<file path="src/rtl/branch_predictor_scheduler_if.sv">
`default_nettype none
// ============================================================================
//  Module   : branch_predictor_scheduler_if
//  Purpose  : Bundles the fetch, predictor, execute and statistics signals of
//             the branch predictor scheduler into one interface.
//  Modports : slave  - the scheduler (receives lookups/resolves, drives the
//                      predictor ports and statistics)
//             master - the surrounding pipeline / predictor model
//  Revision : 1.0  initial release
// ============================================================================
interface branch_predictor_scheduler_if #(
    parameter int PCW = 16
);
    // fetch side
    logic           fetchValid;
    logic [PCW-1:0] fetchPC;
    logic           fetchReady;
    logic           predValid;
    logic           predTaken;
    // predictor predict port
    logic [PCW-1:0] predictPC;
    logic           predict;
    logic           gPrediction;
    logic           pPrediction;
    logic           prediction;
    // execute side
    logic           resolveValid;
    logic           resolveTaken;
    logic           flush;
    // predictor update port
    logic [PCW-1:0] updatePC;
    logic           update;
    logic           gReality;
    logic           pReality;
    logic           reality;
    // status / performance monitoring
    logic           mispredict;
    logic [15:0]    branchCount;
    logic [15:0]    mispredCount;

    modport slave (
        input  fetchValid, fetchPC, gPrediction, pPrediction, prediction,
               resolveValid, resolveTaken, flush,
        output fetchReady, predValid, predTaken, predictPC, predict,
               updatePC, update, gReality, pReality, reality,
               mispredict, branchCount, mispredCount
    );

    modport master (
        output fetchValid, fetchPC, gPrediction, pPrediction, prediction,
               resolveValid, resolveTaken, flush,
        input  fetchReady, predValid, predTaken, predictPC, predict,
               updatePC, update, gReality, pReality, reality,
               mispredict, branchCount, mispredCount
    );
endinterface
`default_nettype wire

</file>
<file path="src/rtl/branch_predictor_scheduler.sv">
`default_nettype none
// ============================================================================
//  Module   : branch_predictor_scheduler
//  Purpose  : Sequences a tournament predictor between fetch and execute.
//             Lookups are issued to the predictor and tracked in an in-order
//             resolution queue; resolves from execute update the predictor,
//             flag mispredictions, flush wrong-path entries and bump
//             saturating branch / mispredict counters.
//  Ports    : clk   - clock, rising edge
//             reset - synchronous, active-high
//             bus   - branch_predictor_scheduler_if.slave (fetch, predictor,
//                     execute and statistics signals)
//  Revision : 1.0  initial release
// ============================================================================
module branch_predictor_scheduler #(
    parameter int DEPTH = 4,
    parameter int PCW   = 16
) (
    input  logic clk,
    input  logic reset,
    branch_predictor_scheduler_if.slave bus
);
    localparam int              c_aw    = $clog2(DEPTH);
    localparam logic [c_aw:0]   c_depth = (c_aw + 1)'(DEPTH);
    localparam logic [15:0]     c_sat   = 16'hFFFF;

    // Resolution queue. Only the final prediction is kept per entry: the
    // component predictions are never consulted by the scheduler because
    // the predictor is updated with the actual outcome on all three
    // reality ports.
    logic [PCW-1:0]  r_pc [DEPTH];
    logic [DEPTH-1:0] r_pend;
    logic [DEPTH-1:0] r_pred;
    logic [c_aw-1:0] r_head;
    logic [c_aw-1:0] r_tail;
    logic [c_aw:0]   r_count;

    // Lookup accepted last cycle whose predictor result arrives now
    logic            r_cap_valid;
    logic [c_aw-1:0] r_cap_idx;

    // Registered update-port outputs and statistics
    logic            r_update;
    logic [PCW-1:0]  r_update_pc;
    logic            r_reality;
    logic            r_mispredict;
    logic [15:0]     r_branch_cnt;
    logic [15:0]     r_mispred_cnt;

    logic            w_ready;
    logic            w_accept;
    logic            w_push;
    logic            w_resolve;
    logic            w_mis;
    logic            w_clear;
    logic [c_aw:0]   w_inc;
    logic [c_aw:0]   w_dec;

    // Full queue rejects fetch even if a resolve frees a slot this cycle.
    assign w_ready   = (r_count < c_depth) && !reset;
    assign w_accept  = bus.fetchValid && w_ready;
    // A flushed fetch still pulses predict but is never queued.
    assign w_push    = w_accept && !bus.flush;
    // The head must already hold its prediction; a head still being
    // captured this cycle has pending set until the end of the cycle.
    assign w_resolve = bus.resolveValid && !bus.flush &&
                       (r_count != '0) && !r_pend[r_head];
    assign w_mis     = w_resolve && (bus.resolveTaken != r_pred[r_head]);
    assign w_clear   = bus.flush || w_mis;
    assign w_inc     = {{c_aw{1'b0}}, w_push};
    assign w_dec     = {{c_aw{1'b0}}, w_resolve};

    assign bus.fetchReady   = w_ready;
    assign bus.predict      = w_accept;
    assign bus.predictPC    = w_ready ? bus.fetchPC : '0;
    assign bus.predValid    = r_cap_valid;
    assign bus.predTaken    = r_cap_valid & bus.prediction;
    assign bus.update       = r_update;
    assign bus.updatePC     = r_update_pc;
    assign bus.gReality     = r_reality;
    assign bus.pReality     = r_reality;
    assign bus.reality      = r_reality;
    assign bus.mispredict   = r_mispredict;
    assign bus.branchCount  = r_branch_cnt;
    assign bus.mispredCount = r_mispred_cnt;

    // Queue control: pointers, occupancy, pending/prediction flags
    always_ff @(posedge clk) begin
        if (reset) begin
            r_count     <= '0;
            r_head      <= '0;
            r_tail      <= '0;
            r_pend      <= '0;
            r_pred      <= '0;
            r_cap_valid <= 1'b0;
            r_cap_idx   <= '0;
        end else begin
            // A mispredict also kills a lookup allocated in the same cycle,
            // so its returning prediction must not be reported.
            r_cap_valid <= w_push && !w_mis;
            r_cap_idx   <= r_tail;
            if (w_clear) begin
                r_count <= '0;
                r_head  <= '0;
                r_tail  <= '0;
                r_pend  <= '0;
            end else begin
                if (r_cap_valid) begin
                    r_pend[r_cap_idx] <= 1'b0;
                    r_pred[r_cap_idx] <= bus.prediction;
                end
                if (w_push) begin
                    r_pend[r_tail] <= 1'b1;
                    r_tail         <= r_tail + 1'b1;
                end
                if (w_resolve) begin
                    r_head <= r_head + 1'b1;
                end
                r_count <= r_count + w_inc - w_dec;
            end
        end
    end

    // PC storage needs no reset: an entry is only read after being written.
    always_ff @(posedge clk) begin
        if (w_push) begin
            r_pc[r_tail] <= bus.fetchPC;
        end
    end

    // Update port and statistics, valid the cycle after a legal resolve
    always_ff @(posedge clk) begin
        if (reset) begin
            r_update      <= 1'b0;
            r_update_pc   <= '0;
            r_reality     <= 1'b0;
            r_mispredict  <= 1'b0;
            r_branch_cnt  <= '0;
            r_mispred_cnt <= '0;
        end else begin
            r_update     <= w_resolve;
            r_update_pc  <= w_resolve ? r_pc[r_head] : '0;
            r_reality    <= w_resolve & bus.resolveTaken;
            r_mispredict <= w_mis;
            if (w_resolve && (r_branch_cnt != c_sat)) begin
                r_branch_cnt <= r_branch_cnt + 16'd1;
            end
            if (w_mis && (r_mispred_cnt != c_sat)) begin
                r_mispred_cnt <= r_mispred_cnt + 16'd1;
            end
        end
    end
endmodule
`default_nettype wire

</file>
<file path="src/flat_wrapper.sv">
// flat-port wrapper written by rule: the top's interface ports become plain ports
module branch_predictor_scheduler_flat 
#(
    parameter int DEPTH = 4,
    parameter int PCW   = 16
)
  (clk, reset, bus_fetchValid, bus_fetchPC, bus_gPrediction, bus_pPrediction, bus_prediction, bus_resolveValid, bus_resolveTaken, bus_flush, bus_fetchReady, bus_predValid, bus_predTaken, bus_predictPC, bus_predict, bus_updatePC, bus_update, bus_gReality, bus_pReality, bus_reality, bus_mispredict, bus_branchCount, bus_mispredCount);
  branch_predictor_scheduler_if #(.PCW(PCW)) bus_i ();
  input  logic clk;
  input  logic reset;
  input wire logic [$bits(bus_i.fetchValid)-1:0] bus_fetchValid;
  input wire logic [$bits(bus_i.fetchPC)-1:0] bus_fetchPC;
  input wire logic [$bits(bus_i.gPrediction)-1:0] bus_gPrediction;
  input wire logic [$bits(bus_i.pPrediction)-1:0] bus_pPrediction;
  input wire logic [$bits(bus_i.prediction)-1:0] bus_prediction;
  input wire logic [$bits(bus_i.resolveValid)-1:0] bus_resolveValid;
  input wire logic [$bits(bus_i.resolveTaken)-1:0] bus_resolveTaken;
  input wire logic [$bits(bus_i.flush)-1:0] bus_flush;
  output wire logic [$bits(bus_i.fetchReady)-1:0] bus_fetchReady;
  output wire logic [$bits(bus_i.predValid)-1:0] bus_predValid;
  output wire logic [$bits(bus_i.predTaken)-1:0] bus_predTaken;
  output wire logic [$bits(bus_i.predictPC)-1:0] bus_predictPC;
  output wire logic [$bits(bus_i.predict)-1:0] bus_predict;
  output wire logic [$bits(bus_i.updatePC)-1:0] bus_updatePC;
  output wire logic [$bits(bus_i.update)-1:0] bus_update;
  output wire logic [$bits(bus_i.gReality)-1:0] bus_gReality;
  output wire logic [$bits(bus_i.pReality)-1:0] bus_pReality;
  output wire logic [$bits(bus_i.reality)-1:0] bus_reality;
  output wire logic [$bits(bus_i.mispredict)-1:0] bus_mispredict;
  output wire logic [$bits(bus_i.branchCount)-1:0] bus_branchCount;
  output wire logic [$bits(bus_i.mispredCount)-1:0] bus_mispredCount;
  assign bus_i.fetchValid = bus_fetchValid;
  assign bus_i.fetchPC = bus_fetchPC;
  assign bus_i.gPrediction = bus_gPrediction;
  assign bus_i.pPrediction = bus_pPrediction;
  assign bus_i.prediction = bus_prediction;
  assign bus_i.resolveValid = bus_resolveValid;
  assign bus_i.resolveTaken = bus_resolveTaken;
  assign bus_i.flush = bus_flush;
  assign bus_fetchReady = bus_i.fetchReady;
  assign bus_predValid = bus_i.predValid;
  assign bus_predTaken = bus_i.predTaken;
  assign bus_predictPC = bus_i.predictPC;
  assign bus_predict = bus_i.predict;
  assign bus_updatePC = bus_i.updatePC;
  assign bus_update = bus_i.update;
  assign bus_gReality = bus_i.gReality;
  assign bus_pReality = bus_i.pReality;
  assign bus_reality = bus_i.reality;
  assign bus_mispredict = bus_i.mispredict;
  assign bus_branchCount = bus_i.branchCount;
  assign bus_mispredCount = bus_i.mispredCount;
  branch_predictor_scheduler #(.DEPTH(DEPTH), .PCW(PCW)) u_core (.clk(clk), .reset(reset), .bus(bus_i));
endmodule
</file>
<file path="config.mk">
export PLATFORM = sky130hd
export DESIGN_NAME = branch_predictor_scheduler_flat
export DESIGN_NICKNAME = d
export VERILOG_FILES = /design/src/rtl/branch_predictor_scheduler_if.sv /design/src/rtl/branch_predictor_scheduler.sv /design/src/flat_wrapper.sv
export SDC_FILE = /design/constraint.sdc
export NUM_CORES = 1
export LEC_CHECK = 0
export BUFFER_PORTS_ARGS = -buffer_cell sky130_fd_sc_hd__buf_2
export CAP_MARGIN = 20
export CELL_PAD_IN_SITES_DETAIL_PLACEMENT = 0
export CELL_PAD_IN_SITES_GLOBAL_PLACEMENT = 1
export CORE_ASPECT_RATIO = 0.8
export CORE_UTILIZATION = 44
export CTS_CLUSTER_DIAMETER = 120
export CTS_CLUSTER_SIZE = 10
export DETAILED_ROUTE_END_ITERATION = 6
export PLACE_DENSITY = 0.8
export SLEW_MARGIN = 20
export SYNTH_ARGS = -nofsm -noshare
export SYNTH_HDL_FRONTEND = slang
export SYNTH_SLANG_ARGS = --single-unit
</file>
<file path="constraint.sdc">
create_clock -name clk -period 2.85 [get_ports clk]
set_input_delay 0 -clock clk [delete_from_list [all_inputs] [get_ports clk]]
set_output_delay 0 -clock clk [all_outputs]
set_load 0.05 [all_outputs]
</file>
==> results by group, run 1 <==
Run status
  • Outcome: finished clean

Min path
  • Worst hold start: reset
  • Hold depth: 3
  • Hold WC Path Type: input port to register

STA
  • Clock Skew: 0.00826 ns
  • Setup TNS: 0 ns
  • Final Cycle Share: 0.917
  • Fmax achieved: 0.382 GHz
  • Max_slew headroom: 0.650
  • RSZ-0062 raised after global routing: no
  • Slew Limit Fails: 0
  • Setup Viol. Count Final: 0
  • Worst Hold Slack: 0.142 ns
  • Worst slew pin tran: 0.522 ns
  • Fin. Hold Viols: 0
  • Min Tclk post-route: 2.61 ns

Logic synthesis
  • Synth warnings: 0
  • Post-synth EDFFs: 64
  • Synth unique cells: 46
  • Area of the mapped netlist: 0.00543 sq mm
  • Predominant post-synthesis flop cell: dfxtp_1
  • Mean Syn Cell Area: 12.7 sq um
  • Seq/Total Area, Yosys: 0.608
  • Synthesized Nets: 461
  • Gate Count Post-Synth: 427
  • FF+latch count, synth: 133
  • Post-synthesis async set-or-reset flop share: 0

Floorplanning
  • Die height: 101 microns
  • Number of placement rows: 35
  • Core ar.: 0.0118 sq mm
  • Die width: 126 microns
  • Die Area: 0.0128 sq mm
  • I/O pin total: 98
  • Initial core utilization: 0.461

Critical path
  • Arr. time, crit path: 2.90 ns
  • Worst setup SP type: register
  • Critical Path Source: u_core.r_head[0]$_SDFFE_PP0P_
  • Crit path max fanout: 8
  • Worst setup EP type: register
  • Worst path required time: 3.13 ns
  • Worst r2r src: u_core.r_head[0]$_SDFFE_PP0P_
  • Crit Path Class: register to register
  • R2R cell count: 10

Finish
  • P&R area growth vs syn: 26.0%
  • Commonest non-fill, non-tap cells in the layout: buf_2, dfxtp_1, edfxtp_1
  • Final core occ: 0.581
  • Final net count: 584
  • # fillers: 970
  • Share of cells above drive strength 1: 0.297
  • Number of antenna diodes: 0
  • Commonest non-fill, non-tap cell in the layout: buf_2

Place
  • Final Wtd Congestion: 0.744
  • Post-DP HPWL: 6.97 mm
  • IO buf count: 95

Clock network
  • Clock sinks: 133
  • CTS Root Cell: clkbuf_16
  • Clk buf depth: 2
  • Total clock buffers created by CTS: 17
  • CTS H-tree depth: 4
  • Clk_lat worst skew: 0.41 ns
  • CTS clock-pin slew for the worst setup and hold paths: 0.06 ns
  • # Post-CTS Setup Buffers: 0
  • CTS tree: yes

GRT
  • Gr ovfl total: 0
  • Largest net degree at the start of global routing: 43
  • First-pass GRT wire length: 17.7 mm
  • Total GRT Usage: 0.183
  • Initial antenna violation count: 0
  • Vias in the first global route: 3,558

Routing
  • Via density: 5.16
  • Routed via count: 3,670
  • Drt total wl: 11.1 mm
  • Wire per inst: 15.6 microns
  • Routed Antenna Nets: 0
  • DRC violations left: 0
  • Number of DRC markers in iteration 0: 273
  • Pre-antenna DRT Iters: 4

Power and ir drop
  • Pwr dens: 641 mW/mm^2
  • Leak Pwr: 0.00262 uW
  • Max IR drop VDD: 452 uV

Run
  • Max Cap Viol: 0
-- layout make-up --
type                       count  area, sq um  share of cell area
timing repair buffer         126          761               0.111
clock buffer                  17          425              0.0621
clock inverter                15          170              0.0249
sequential                   133         3300               0.482
tap                          148          185              0.0270
multi-input combinational    259         1940               0.283
inverter                      13         61.3             0.00895
-- logic make-up after synthesis --
logic type / count (synthesis) / synth area share
buffers and inverters: 35 / 0.0364
multiplexers: 21 / 0.0801
adder cells (fa/ha/maj): 9 / 0.0221
flip-flops: 133 / 0.608
AO/OA/AOI/OAI: 48 / 0.0532
XOR/XNOR: 20 / 0.0336
AND/OR/NAND/NOR: 161 / 0.167
-- per-layer routing --
metal / vias to the layer above / GRT usage / routed length [microns]
met2: 77 / 0.297 / 5330
li1: 1805 / - / -
met1: 1777 / 0.238 / 5250
met5: - / 0 / 0
met3: 11 / 0.0438 / 416
met4: 0 / 0.0778 / 80
-- stage by stage --
step / worst slack, ns / cell area (sq um) / std cells / power (uW)
floorplan: 0.248 / 5430 / 427 / 2180
global placement: 0.253 / 6030 / 658 / 2240
detailed placement: 0.170 / 6030 / 658 / 2240
CTS: 0.151 / 6840 / 711 / 4440
global route: 0.0797 / 6850 / 711 / 4530
finish: 0.236 / 6850 / 711 / 4390
-- cell usage after synthesis (2+ instances only) --
master    instances  area share
buf_2             2      0.0018
nor4_1            6      0.0069
o21ai_0          12       0.011
buf_6             4      0.0083
and2_1           41       0.047
clkbuf_1         10      0.0069
or4_1             5      0.0069
xor2_1            4      0.0064
nor2_1           38       0.026
and4_1            5      0.0081
dfxtp_1          69        0.25
a211oi_1          2      0.0028
mux4_2           18       0.075
o31ai_1           8       0.011
mux2i_1           3      0.0055
a21oi_1          19       0.018
ha_1              8       0.018
nand3_1          18       0.017
edfxtp_1         64        0.35
nand3b_1          2      0.0028
nand2_1          13      0.0090
inv_1            12      0.0083
buf_4             4      0.0055
or3_1            12       0.014
nor3_1            4      0.0037
a22oi_1           4      0.0055
xnor2_1          15       0.024
nand4_1           5      0.0058
and3_1            3      0.0035
-- path summary, 6_finish.rpt --
path / end / slack, ns
max: u_core.r_count[2]$_SDFF_PP0_ / 0.24
min: u_core.bus.mispredCount[1]$_SDFFE_PP0P_ / 0.14
max reg2reg: u_core.r_count[2]$_SDFF_PP0_ / 0.24
min reg2reg: u_core.r_pred[1]$_SDFFE_PP0P_ / 0.47
-- flip-flops by register name (all words and copies together) (netlist names), 3 cells and up --
name                     flops
u_core.r_pc                 64
u_core.bus.updatePC         16
u_core.r_pred                4
u_core.bus.mispredCount     16
u_core.bus.branchCount      16
u_core.r_count               3
u_core.r_pend                4
-- power breakdown --
group	internal, uW	total (uW)	switching [uW]
Combinational	70.4	205	134
Clock	1310	2170	857
Sequential	2010	2020	5.42
-- worst max-delay path, cell delays in order (launching register included) --
cell,delay [ns]
dfxtp_1,0.35
mux4_2,0.52
or3_4,0.40
clkinv_8,0.10
ha_1,0.13
inv_1,0.04
ha_1,0.20
fa_1,0.38
xnor2_1,0.19
xnor2_1,0.14
nor2_1,0.05
-- repair_timing --
item	CTS	global route
endpoints found under the setup margin	0	10
hold endpoints to repair	70	0
hold buffers	21	0
gates resized for setup	0	1
(Power assumes the default switching activity.)
==> run 2: changes to the inputs <==
- CORE_ASPECT_RATIO: 0.8 -> 0.7
==> run 2 against run 1 <==
Setup slack improved by 0.0031 ns. Non-clock buffer count rose by 1. Register-to-register slack barely moved. Die area barely moved. Sequential power barely moved. Count of clock-buffer cells in the layout rose by 1. Fmax rose by 0.12%. Hold slack got worse by 0.11 ns. Largest power group unchanged. Final area fell by 0.26%. Highest routed layer unchanged. Critical path depth did not move. Global-route usage fell by 0.15 points. Sequential share of layout area rose by 0.12 points.
==> results by group, run 2 (synthesis results as in run 1) <==
Routing
  • Via density: 5.01 (-3.0%)
  • Drt total wl: 11.0 mm (-1.1%)
  • Pre-antenna DRT Iters: 4 (unchanged)
  • Wire per inst: 15.2 microns (-2.5%)
  • DRC violations left: 0 (unchanged)
  • Number of DRC markers in iteration 0: 180 (-34%)
  • Routed Antenna Nets: 0 (unchanged)
  • Routed via count: 3,611 (-1.6%)

Critical path
  • Flop-to-flop setup slack: 0.24 ns (about the same)
  • Worst setup EP type: register
  • Crit Path Class: register to register
  • CP peak stage delay: 0.52 ns (about the same)
  • Crit-path slowest cell: mux4_2
  • Arr. time, crit path: 2.89 ns (about the same)
  • Worst path required time: 3.13 ns (about the same)
  • Critical-path cell list: mux4_2, or3_4, clkinv_8, ha_1, inv_1, ha_1, fa_1, xnor2_1, xnor2_1, nor2_1
  • Worst r2r src: u_core.r_head[0]$_SDFFE_PP0P_
  • Worst setup SP type: register
  • Reg2reg end: u_core.r_count[2]$_SDFF_PP0_
  • Crit path max fanout: 8 (unchanged)
  • R2R cell count: 10 (unchanged)

STA
  • Fmax achieved: 0.383 GHz (+0.12%)
  • Final setup slack of the worst path: 0.239 ns (+0.00311 ns)
  • Worst slew pin tran: 0.448 ns (-0.0745 ns)
  • Slew Limit Fails: 0 (unchanged)
  • Setup Viol. Count Final: 0 (unchanged)
  • Clock Skew: 0.0139 ns (+0.00565 ns)
  • Fin. Hold Viols: 0 (unchanged)
  • Min Tclk post-route: 2.61 ns (-0.00311 ns)
  • RSZ-0062 raised after global routing: no
  • Final Cycle Share: 0.916 (-0.00109)
  • Setup TNS: 0 ns (unchanged)
  • Worst Hold Slack: 0.0347 ns (-0.108 ns)
  • Max_slew headroom: 0.702 (+0.0513)

Clock network
  • Clk buf depth: 2 (unchanged)
  • CTS clock-pin slew for the worst setup and hold paths: 0.06 ns (about the same)
  • Total clock buffers created by CTS: 17 (unchanged)
  • CTS tree: yes
  • Clock sinks: 133 (unchanged)
  • # Post-CTS Setup Buffers: 0 (unchanged)
  • Clk_lat worst skew: 0.41 ns (about the same)
  • CTS Root Cell: clkbuf_16
  • CTS H-tree depth: 4 (unchanged)

Place
  • Final Wtd Congestion: 0.731 (-1.7%)
  • Post-DP HPWL: 7.13 mm (+2.3%)
  • Dpl ws: 0.235 ns (+0.0651 ns)
  • IO buf count: 95 (unchanged)

Min path
  • WHS Endpoint: u_core.r_pred[2]$_SDFFE_PP0P_
  • Hold WC Path Type: input port to register
  • Worst hold start: bus_flush
  • Hold depth: 4 (+1)

Floorplanning
  • Number of placement rows: 33 (-5.7%)
  • I/O pin total: 98 (unchanged)
  • Die height: 95.0 microns (-6.3%)
  • Die Area: 0.0128 sq mm (about the same)
  • Die width: 135 microns (+6.8%)
  • Core ar.: 0.0119 sq mm (+0.60%)
  • Initial core utilization: 0.458 (-0.00273)

Finish
  • Area of the multi-input gates: 0.00193 sq mm (-0.45%)
  • Sequential Area: 0.00330 sq mm (unchanged)
  • Number of flip-flops in the largest register: 64 (unchanged)
  • Final core occ: 0.576 (-0.00491)
  • # fillers: 990 (+2.1%)
  • Largest Register: u_core.r_pc
  • Number of antenna diodes: 0 (unchanged)
  • Share of cells above drive strength 1: 0.298 (+0.00125)
  • Commonest non-fill, non-tap cell in the layout: buf_2
  • Final net count: 585 (+0.17%)
  • Commonest non-fill, non-tap cells in the layout: buf_2, dfxtp_1, edfxtp_1
  • P&R area growth vs syn: 25.7%

Run
  • Max Cap Viol: 0 (unchanged)

Run status
  • Outcome: finished clean

Power and ir drop
  • Leak Pwr: 0.00259 uW (-1.3%)
  • Total power draw: 4280 uW (-2.5%)
  • Max IR drop VDD: 498 uV (+10%)
  • Pwr dens: 627 mW/mm^2 (-2.3%)

GRT
  • Largest net degree at the start of global routing: 43 (unchanged)
  • Gr ovfl total: 0 (unchanged)
  • First-pass GRT wire length: 17.1 mm (-3.4%)
  • Initial antenna violation count: 0 (unchanged)
  • Total GRT Usage: 0.182 (-0.00153)
  • Vias in the first global route: 3,290 (-7.5%)
[run 2: changes by cell type in the layout (fill, tap and decap cells not counted)]
cell | before | now
o211ai_4 | 1 | 0
clkinv_2 | 1 | 2
bufinv_16 | 2 | 1
buf_4 | 10 | 11
o211ai_2 | 0 | 1
clkinvlp_4 | 2 | 6
inv_6 | 5 | 2
clkbuf_8 | 0 | 1
clkinv_4 | 4 | 3
inv_8 | 1 | 0
[run 2: where the power goes]
part,leakage [uW],total (uW),switching (uW),internal [uW]
sequential,0.00113,2020,5.49,2010
combinational,0.00119,203,133,70.2
clock,0.000261,2060,831,1230
total,0.00259,4280,970,3310
[run 2: metrics by stage]
step	instance area, sq um	cells
6_report	6830	721
3_3_place_gp	6050	668
2_1_floorplan	5430	427
5_1_grt	6830	721
4_1_cts	6830	721
3_5_place_dp	6050	668
[run 2: how the worst max path moves through the flow]
| stage | to | from | slack [ns] |
|---|---|---|---|
| 6_report | u_core.r_count[2]$_SDFF_PP0_ | u_core.r_head[0]$_SDFFE_PP0P_ | 0.24 |
| 5_1_grt | u_core.r_count[2]$_SDFF_PP0_ | u_core.r_head[0]$_SDFFE_PP0P_ | 0.08 |
| 4_1_cts | u_core.r_count[2]$_SDFF_PP0_ | u_core.r_head[0]$_SDFFE_PP0P_ | 0.21 |
| 3_5_place_dp | u_core.r_count[2]$_SDFF_PP0_ | u_core.r_head[0]$_SDFFE_PP0P_ | 0.24 |
| 3_3_place_gp | u_core.r_count[2]$_SDFF_PP0_ | u_core.r_head[0]$_SDFFE_PP0P_ | 0.28 |
| 2_1_floorplan | u_core.bus.mispredCount[1]$_SDFFE_PP0P_ | u_core.bus.mispredCount[0]$_SDFFE_PP0P_ | 0.25 |
[run 2: cell type report]
| type | count | share of cell area |
|---|---|---|
| repair buffers | 127 | 0.112 |
| well taps | 157 | 0.0288 |
| inverters | 13 | 0.00898 |
| clock buffers | 18 | 0.0643 |
| flip-flops and latches | 133 | 0.484 |
| multi-input cells | 259 | 0.283 |
| clock inverters | 14 | 0.0189 |
[run 2: layer usage]
metal,share of wire,GRT usage,wire length (microns),vias to the layer above
li1,-,-,-,1805
met4,0.0063,0.0721,69,0
met5,0,0,0,-
met3,0.042,0.0488,458,4
met1,0.48,0.250,5300,1729
met2,0.47,0.273,5140,73
[run 2: worst max-delay path, delay by kind of cell (launching register included)]
family | cells | cell delay, ns
adders and majority gates | 3 | 0.72
muxes | 1 | 0.52
and+or+nand+nor | 2 | 0.45
DFF | 1 | 0.36
xor gates and xnor gates | 2 | 0.31
buffers and inverters | 2 | 0.13
[run 2: timing repair]
action                                 CTS  global route
resized for setup                        0             0
endpoints found under the hold margin   70             0
hold buffers                            21             0
==> run 3: changes to the inputs <==
- PLACE_DENSITY: 0.8 -> unset
- PLACE_DENSITY_LB_ADDON: unset -> 0.25
==> run 3 against run 2 <==
Utilization rose by 0.18 points. Non-clock buffer count is 1 lower. Wire length is 1.5% higher. Register-to-register slack worse by 0.07 ns. Clock power rose by 5%. Final area increased by 0.31%. Global-route usage rose by 0.24 points. Critical endpoint unchanged. Largest cell class unchanged. Largest power group unchanged.
==> results by group, run 3 (synthesis results as in run 1) <==
Critical path
  • Flop-to-flop setup slack: 0.16 ns (-0.07 ns)
  • Worst setup EP type: register
  • Critical-path cell list: mux4_2, or3_4, clkinv_8, ha_1, inv_1, ha_1, fa_1, xnor2_1, xnor2_1, nor2_1
  • Crit Path Class: register to register
  • Top delay family on crit path: adder cells
  • Worst path required time: 3.13 ns (about the same)
  • Bufs and invs on worst path: 2 (unchanged)
  • Crit path max fanout: 8 (unchanged)
  • Crit-path slowest cell: mux4_2
  • CP peak stage delay: 0.53 ns (about the same)
  • Worst setup SP type: register
  • Arr. time, crit path: 2.96 ns (+0.07 ns)

Clock network
  • CTS Root Cell: clkbuf_16
  • Total clock buffers created by CTS: 17 (unchanged)
  • Clock sinks: 133 (unchanged)
  • CTS H-tree depth: 4 (unchanged)
  • CTS clock-pin slew for the worst setup and hold paths: 0.05 ns (about the same)
  • CTS tree: yes
  • # Post-CTS Setup Buffers: 0 (unchanged)
  • Clk_lat worst skew: 0.41 ns (about the same)
  • Clk buf depth: 2 (unchanged)

Power and ir drop
  • Register share of total power: 0.460 (-0.012)
  • Total power draw: 4400 uW (+2.7%)
  • Max IR drop VDD: 433 uV (-13%)
  • Comb pwr share: 0.047 (about the same)
  • Leak Pwr: 0.00262 uW (+1.3%)
  • Pwr dens: 642 mW/mm^2 (+2.4%)
  • Switching power: 940 uW (-3.0%)
  • Clock share of power: 0.494 (+0.013)
  • Internal power: 3450 uW (+4.3%)
  • Sw Share: 0.214 (-0.0125)

Run status
  • Outcome: finished clean

Routing
  • Via density: 5.11 (+2.0%)
  • Pre-antenna DRT Iters: 4 (unchanged)
  • Number of DRC markers in iteration 0: 188 (+4.4%)
  • Routed Antenna Nets: 0 (unchanged)
  • Drt total wl: 11.1 mm (+1.5%)
  • DRC violations left: 0 (unchanged)
  • Wire per inst: 15.5 microns (+1.6%)
  • Routed via count: 3,678 (+1.9%)

Finish
  • Design area: 0.00685 sq mm (+0.31%)
  • Number of flip-flops in the largest register: 64 (unchanged)
  • Number of antenna diodes: 0 (unchanged)
  • # fillers: 979 (-1.1%)
  • Commonest non-fill, non-tap cell in the layout: buf_2
  • Share of cells above drive strength 1: 0.291 (-0.00658)
  • Final net count: 584 (-0.17%)
  • Area of the multi-input gates: 0.00194 sq mm (+0.45%)
  • Commonest non-fill, non-tap cells in the layout: buf_2, dfxtp_1, edfxtp_1
  • Sequential Area: 0.00330 sq mm (unchanged)
  • P&R area growth vs syn: 26.1%
  • Largest Register: u_core.r_pc
  • Non-Filler Instances: 720 (-0.14%)

STA
  • Clock Skew: 0.0112 ns (-0.00273 ns)
  • Slew Limit Fails: 0 (unchanged)
  • Setup TNS: 0 ns (unchanged)
  • Final setup slack of the worst path: 0.164 ns (-0.0744 ns)
  • Fmax achieved: 0.372 GHz (-2.8%)
  • Setup Viol. Count Final: 0 (unchanged)
  • Min Tclk post-route: 2.69 ns (+0.0744 ns)
  • Max_slew headroom: 0.626 (-0.0758)
  • RSZ-0062 raised after global routing: no
  • Final Cycle Share: 0.942 (+0.0261)
  • Fin. Hold Viols: 0 (unchanged)
  • Worst slew pin tran: 0.559 ns (+0.111 ns)

Min path
  • Hold WC Path Type: input port to register

GRT
  • Gr ovfl total: 0 (unchanged)
  • Largest net degree at the start of global routing: 43 (unchanged)
  • Total GRT Usage: 0.184 (+0.00244)
  • Initial antenna violation count: 0 (unchanged)
  • Vias in the first global route: 3,374 (+2.6%)
  • First-pass GRT wire length: 17.5 mm (+2.6%)

Floorplanning
  • Core ar.: 0.0119 sq mm (unchanged)
  • I/O pin total: 98 (unchanged)
  • Die width: 135 microns (unchanged)
  • Initial core utilization: 0.458 (unchanged)
  • Die Area: 0.0128 sq mm (unchanged)
  • Number of placement rows: 33 (unchanged)
  • Die height: 95.0 microns (unchanged)

Place
  • Dpl cells: 667 (-0.15%)
  • IO buf count: 95 (unchanged)
  • Dpl ws: 0.179 ns (-0.0558 ns)
  • Post-DP HPWL: 7.14 mm (+0.12%)
  • Dpl cell area: 0.00604 sq mm (-0.12%)
  • Final Wtd Congestion: 0.755 (+3.3%)

Run
  • Max Cap Viol: 0 (unchanged)
[run 3: changes by cell type in the layout (fill, tap and decap cells not counted), sizes merged]
cell / delta
bufinv: +2
inv: +1
buf: -1
clkinvlp: -4
clkinv: +1
[run 3: worst min-delay path: stages]
cell and delay (ns):
buf_2 0.10, or2b_2 0.16, or3_4 0.18, or4_2 0.13, a21oi_1 0.06
[run 3: power by group through the flow]
stage / Combinational [uW] / Clock [uW] / Sequential (uW)
2_1_floorplan: 114 / 0 / 2070
3_3_place_gp: 180 / 0 / 2060
3_5_place_dp: 183 / 0 / 2060
4_1_cts: 206 / 2210 / 2020
5_1_grt: 220 / 2290 / 2020
6_report: 205 / 2170 / 2020
[run 3: cell type report]
type                            instances  share of cell area
Sequential cell                       133               0.482
Multi-Input combinational cell        259               0.283
Timing Repair Buffer                  126               0.111
Clock buffer                           18              0.0626
Tap cell                              157              0.0287
Clock inverter                         14              0.0232
Inverter                               13             0.00895
[run 3: timing repair]
| item | 4_1_cts | 5_1_grt |
|---|---|---|
| resized for setup | 0 | 1 |
| endpoints found under the hold margin | 70 | 0 |
| hold buffers | 21 | 0 |
| setup endpoints to repair | 0 | 4 |
[run 3: stage by stage]
| stage | hold WS, ns | util |
|---|---|---|
| after floorplan | 0.0989 | - |
| after global placement | 0.223 | 0.510 |
| after detailed placement | 0.235 | 0.510 |
| after CTS | 0.275 | 0.577 |
| after global routing | 0.307 | 0.578 |
| final | 0.285 | 0.578 |
[run 3: path summary, 6_finish.rpt]
path	start	endpoint	depth (start not counted)
setup / recovery	u_core.r_head[0]$_SDFFE_PP0P_	u_core.r_count[2]$_SDFF_PP0_	10
hold / removal	bus_resolveValid	u_core.bus.branchCount[6]$_SDFFE_PP0P_	5
setup reg to reg	u_core.r_head[0]$_SDFFE_PP0P_	u_core.r_count[2]$_SDFF_PP0_	10
hold reg to reg	u_core.r_pred[3]$_SDFFE_PP0P_	u_core.r_pred[3]$_SDFFE_PP0P_	2
[run 3: routing by layer]
layer  vias to the layer above  part of all wire  global-route usage
met1                      1791              0.49               0.261
li1                       1803                 -                   -
met2                        73              0.46               0.274
met3                        11             0.038              0.0370
met4                         0             0.012              0.0815
met5                         -                 0                   0
